`src/rtl/sort_frame_loader.sv`:
```
// sort_frame_loader
//
// Upstream feeder for the 8-entry byte sorter. Packs a valid/ready byte
// stream into frames of FRAME_LEN slots, holds the frame stable on the
// sorter inputs, waits LATENCY cycles for the sorter pipeline to reflect
// it, then raises frame_valid until the consumer acknowledges.
//
// Optional feature (compile-time macro SORT_LOADER_PAD_EN):
//   a byte accepted with s_last=1 closes a short frame; the remaining
//   slots are zero-filled and frame_len reports the real byte count.
//   Without the macro s_last is ignored and frames are always full.
//
// Ports:
//   clk, rst           clock, asynchronous active-high reset
//   s_data/s_valid/s_ready/s_last   input byte stream (valid/ready)
//   frm1..frm8         frame slots, wired to sorter inputs in1..in8
//   frame_valid        sorter outputs hold the sorted held frame
//   frame_ack          consumer has taken the sorted frame (HOLD only)
//   frame_len          real bytes in the held frame (1..8, 0 after reset)
//   frame_cnt          frames acknowledged since reset, wraps at 256

module sort_frame_loader #(
  parameter int LATENCY   = 2,
  parameter int FRAME_LEN = 8
) (
  input  logic       clk,
  input  logic       rst,
  input  logic [7:0] s_data,
  input  logic       s_valid,
  output logic       s_ready,
  input  logic       s_last,
  output logic [7:0] frm1,
  output logic [7:0] frm2,
  output logic [7:0] frm3,
  output logic [7:0] frm4,
  output logic [7:0] frm5,
  output logic [7:0] frm6,
  output logic [7:0] frm7,
  output logic [7:0] frm8,
  output logic       frame_valid,
  input  logic       frame_ack,
  output logic [3:0] frame_len,
  output logic [7:0] frame_cnt
);

  localparam int IW = $clog2(FRAME_LEN);
  localparam int CW = $clog2(LATENCY + 1);
  localparam logic [IW-1:0] LAST_IDX = IW'(FRAME_LEN - 1);
  localparam logic [CW-1:0] LAT_LOAD = CW'(LATENCY);

  typedef enum logic [1:0] {
    FILL,
    SETTLE,
    HOLD
  } state_t;

  state_t        state, state_nxt;
  logic [IW-1:0] idx;
  logic [CW-1:0] settle_cnt;
  logic [7:0]    slot [FRAME_LEN];

  logic accept;
  logic close_frame;
  logic short_last;

`ifdef SORT_LOADER_PAD_EN
  assign short_last = s_last;
`else
  logic unused_s_last;
  assign unused_s_last = s_last;
  assign short_last    = 1'b0;
`endif

  // Pure state decode; gating with rst keeps the stream stalled while
  // reset is held, independent of s_valid.
  assign s_ready     = (state == FILL) && !rst;
  assign frame_valid = (state == HOLD);
  assign accept      = s_valid && s_ready;

  // Next-state logic.
  always_comb begin
    // NOTE: every output of a combinational block gets a default first,
    // so no path through the case can leave it unassigned (no latch).
    state_nxt   = state;
    close_frame = 1'b0;
    unique case (state)
      FILL: begin
        if (accept && (idx == LAST_IDX || short_last)) begin
          close_frame = 1'b1;
          state_nxt   = SETTLE;
        end
      end
      SETTLE: begin
        // Counter loaded at the closing edge; HOLD is entered on the
        // edge where it runs out, LATENCY edges after the last write.
        if (settle_cnt <= CW'(1)) state_nxt = HOLD;
      end
      HOLD: begin
        if (frame_ack) state_nxt = FILL;
      end
      default: state_nxt = FILL;
    endcase
  end

  // NOTE: sequential state is assigned with non-blocking (<=) so every
  // register samples pre-edge values regardless of statement order.
  always_ff @(posedge clk or posedge rst) begin
    if (rst) state <= FILL;
    else     state <= state_nxt;
  end

  always_ff @(posedge clk or posedge rst) begin
    if (rst) begin
      idx        <= '0;
      settle_cnt <= '0;
      frame_len  <= '0;
      frame_cnt  <= '0;
      // NOTE: the slot array is reset explicitly because its contents
      // drive the sorter and must read 0x00 after reset; it is a small
      // register file, not a RAM, so a reset costs nothing unusual.
      for (int i = 0; i < FRAME_LEN; i++) slot[i] <= 8'h00;
    end else begin
      if (accept) begin
        slot[idx] <= s_data;
        if (close_frame) begin
          idx        <= '0;
          frame_len  <= 4'(idx) + 4'd1;
          settle_cnt <= LAT_LOAD;
`ifdef SORT_LOADER_PAD_EN
          // Zero the unfilled tail; zeros sort to the end of the
          // descending output.
          for (int i = 0; i < FRAME_LEN; i++) begin
            if (i > int'(idx)) slot[i] <= 8'h00;
          end
`endif
        end else begin
          idx <= idx + IW'(1);
        end
      end

      if (state == SETTLE && settle_cnt != '0) settle_cnt <= settle_cnt - CW'(1);

      if (state == HOLD && frame_ack) frame_cnt <= frame_cnt + 8'd1;
    end
  end

  assign frm1 = slot[0];
  assign frm2 = slot[1];
  assign frm3 = slot[2];
  assign frm4 = slot[3];
  assign frm5 = slot[4];
  assign frm6 = slot[5];
  assign frm7 = slot[6];
  assign frm8 = slot[7];

endmodule

```
`config.mk`:
```
export PLATFORM = sky130hd
export DESIGN_NAME = sort_frame_loader
export DESIGN_NICKNAME = d
export VERILOG_FILES = /design/src/rtl/sort_frame_loader.sv
export SDC_FILE = /design/constraint.sdc
export NUM_CORES = 1
export LEC_CHECK = 0
export BUFFER_PORTS_ARGS = -buffer_cell sky130_fd_sc_hd__buf_4
export CAP_MARGIN = 20
export CORE_ASPECT_RATIO = 1.1
export CORE_MARGIN = 5
export CORE_UTILIZATION = 56
export DETAILED_ROUTE_END_ITERATION = 7
export MAX_ROUTING_LAYER = met4
export PLACE_DENSITY = 0.92
export SLEW_MARGIN = 20
export SYNTH_ARGS = -nofsm -noshare
export SYNTH_HDL_FRONTEND = slang
export SYNTH_SLANG_ARGS = --single-unit
export TNS_END_PERCENT = 5
```
`constraint.sdc`:
```
create_clock -name clk -period 4.8 [get_ports clk]
set_input_delay 0.48 -clock clk [delete_from_list [all_inputs] [get_ports clk]]
set_output_delay 0.48 -clock clk [all_outputs]
set_load 0.02 [all_outputs]
```
==> results.tsv <==
metric	value	unit
CTS root buffer	clkbuf_8	
reg2reg path depth	3	
Hold-fix buffers, CTS	0	
status	finished clean	
CP top delay family	simple AND/OR/NAND/NOR gates	
Internal	0.00195	W
CP Class	reg2reg	
DRT iter0 DRCs	141	
fin crit share	50.4	%
clock power share	19.0	%
final core occ	74.7	%
Max Root-Sink Buffers	2	
cell chain of the critical path	or4b_1 -> or4b_1 -> mux2_4	
min cycle time layout	2.42	ns
Pwr per Cell Area	698	nW/um2
leak pwr	2.21	nW
Tot GR Track Use	21.1	%
DR top layer	met4	
H-tree levels	3	
Place WS	2.23	ns
R2R Path Start	state[0]	
combinational group share of total power	41.6	%
DP Wirelength	5.19	mm
Most common cell on crit path	or4b_1	
Top Ports	91	
sequential fraction of the synthesis area	61.8	%
clock-pin slew on the worst setup and hold paths	0.08	ns
syn nets	239	
Reg area	2080	um2
row count	29	
Die X-Extent	83.8	um
clock latency on the worst-skew pair	0.34	ns
RSZ-0062 raised after global routing	false	
Worst R2R Setup Slack	2.38	ns
die span in y	91.2	um
CP endpoint kind	register	
Top FF cell, synth	dfrtp_1	
GPL Wtd Cong	0.825	
multi-input logic area	1220	um2
#FFs+latches synth	83	
share of cells above drive strength 1	55.5	%
fin area	4330	um2
worst-path fanout max	8	
synth unique cells	34	
Antenna diodes	0	
drt wl/cell	18.7	um
Post-synth EDFFs	0	
Buffers on Ports	89	
post-synthesis area per instance	15.2	um2
Initial Util	57.8	%
CP Launch Type	register	
remaining antenna violation count after routing	0	
crit path from	state[0]	
Max-Cap Viols	0	
Post-Synthesis Cells	221	
die area	7650	um2
switching pwr	0.00107	W
CP Buf/Inv Count	0	
Final Setup Violations	0	
placed cells	382	
Fmax	413	MHz
final worst slack	2.38	ns
CTS tree	yes	
global-route wire length before repair	12.2	mm
Crit path largest cell delay	0.78	ns
Setup Buffers After CTS	0	
Worst path slowest cell	or4b_1	
Fillers	404	
Net Sw Frac	35.5	%
Max-slew headroom	51.4	%
core area	5810	um2
CTS resizes	0	
most frequent cells in the layout	89 x buf_4, 83 x dfrtp_1, 58 x mux2_2	
maximum VDD drop	315	uV
pin count of the biggest net entering global routing	84	
DR WL met3	428	um
commonest non-fill, non-tap cell in the layout	buf_4	
final hold violation count	0	
synthesized cell area	3360	um2
clk sinks	83	
final WL	7.46	mm
critical path data required time	5.03	ns
Overflow after GRT	0	
layout overhead on the synthesized area	29.1	%
reg2reg end	frm3[3]	
Placed Area	4090	um2
initial antenna violation count	0	
final setup TNS	0	ns
Num CTS Buffers	9	
vias per cell	5.48	
Nets	334	
via count of the first global-routing pass	2303	
Min-Delay Path Class	in2async	
sequential share of power	39.4	%
CP arrival	2.65	ns
Met2 Wirelength	3.75	mm
asr flop ratio synth	100	%
Worst-Margin Slew	0.724	ns
Layout Skew	0.0103	ns
Post-Route M1 WL	3.21	mm
Initial DRT Pass Iterations	4	
via count	2181	
Non-Filler Instances	398	
# DRC	0	
Yosys warnings	0	
fin. max-slew vios	0	
==> metrics by stage <==
| stage | hold WS (ns) | power, W |
|---|---|---|
| floorplan | 0.527 | 0.00189 |
| global placement | 0.463 | 0.00240 |
| detailed placement | 0.468 | 0.00247 |
| CTS | 0.340 | 0.00305 |
| global route | 0.355 | 0.00319 |
| finish | 0.334 | 0.00302 |
==> state kept, by name, summed over array words and instances, names as in the netlist <==
register and cells:
state 2, frm5 8, frame_cnt 8, frm4 8, frm8 8, frm6 8
settle_cnt 2, frm2 8, frame_len 4, idx 3, frm7 8, frm3 8
frm1 8
==> worst max path at each step <==
stage                     cells after the start           end
after detailed placement                      4       frm3[3]
after global routing                          3       frm3[3]
after floorplan                               1  frame_cnt[0]
final                                         3       frm3[3]
after CTS                                     3       frm3[3]
after global placement                        4       frm3[0]
==> worst register-to-register path: stages (launching register included) <==
cell and delay (ns):
dfrtp_1 0.44, or4b_1 0.70, or4b_1 0.78, mux2_4 0.39
==> cell type report <==
class / count / share of cell area (%)
flip-flops and latches: 83 / 47.9
multi-input cells: 127 / 28.2
repair buffers: 90 / 15.7
clock buffers: 13 / 3.90
well taps: 77 / 2.22
clock inverters: 3 / 1.59
inverters: 5 / 0.462
==> layer usage <==
metal  GRT usage, %  up-vias
met5              -        -
met4           4.83        0
met3           5.88        8
met2           33.2       84
met1           27.6     1112
li1               -      977
==> cells by family after synthesis <==
| family | synth area share [%] |
|---|---|
| AOI/OAI and AO/OA | 1.27 |
| xor gates and xnor gates | 1.83 |
| adders and majority gates | 1.86 |
| buffers and inverters | 1.71 |
| DFF | 61.8 |
| muxes | 24.2 |
| and+or+nand+nor | 7.27 |
==> power groups by stage <==
stage	Sequential (W)	Clock, W	Combinational (W)
final	0.00119	0.000575	0.00126
after global routing	0.00123	0.000618	0.00134
after CTS	0.00119	0.000583	0.00128
after detailed placement	0.00120	0	0.00127
after global placement	0.00118	0	0.00123
after floorplan	0.00148	0	0.000407
==> cell usage after synthesis (2+ instances only) <==
library cell	number	area (um2)
inv_1	5	18.8
mux2_2	58	653
nor3_1	4	20.0
ha_1	5	62.6
dfrtp_1	83	2080
nand3_1	3	15.0
clkbuf_1	3	11.3
xnor2_1	2	17.5
xor2_1	5	43.8
nor2_1	3	11.3
mux2_4	10	150
nor4_1	3	18.8
or4b_1	2	20.0
nand3b_1	3	22.5
buf_6	2	22.5
nand2_1	12	45.0
Note: power is estimated with default switching activity, not from simulation.
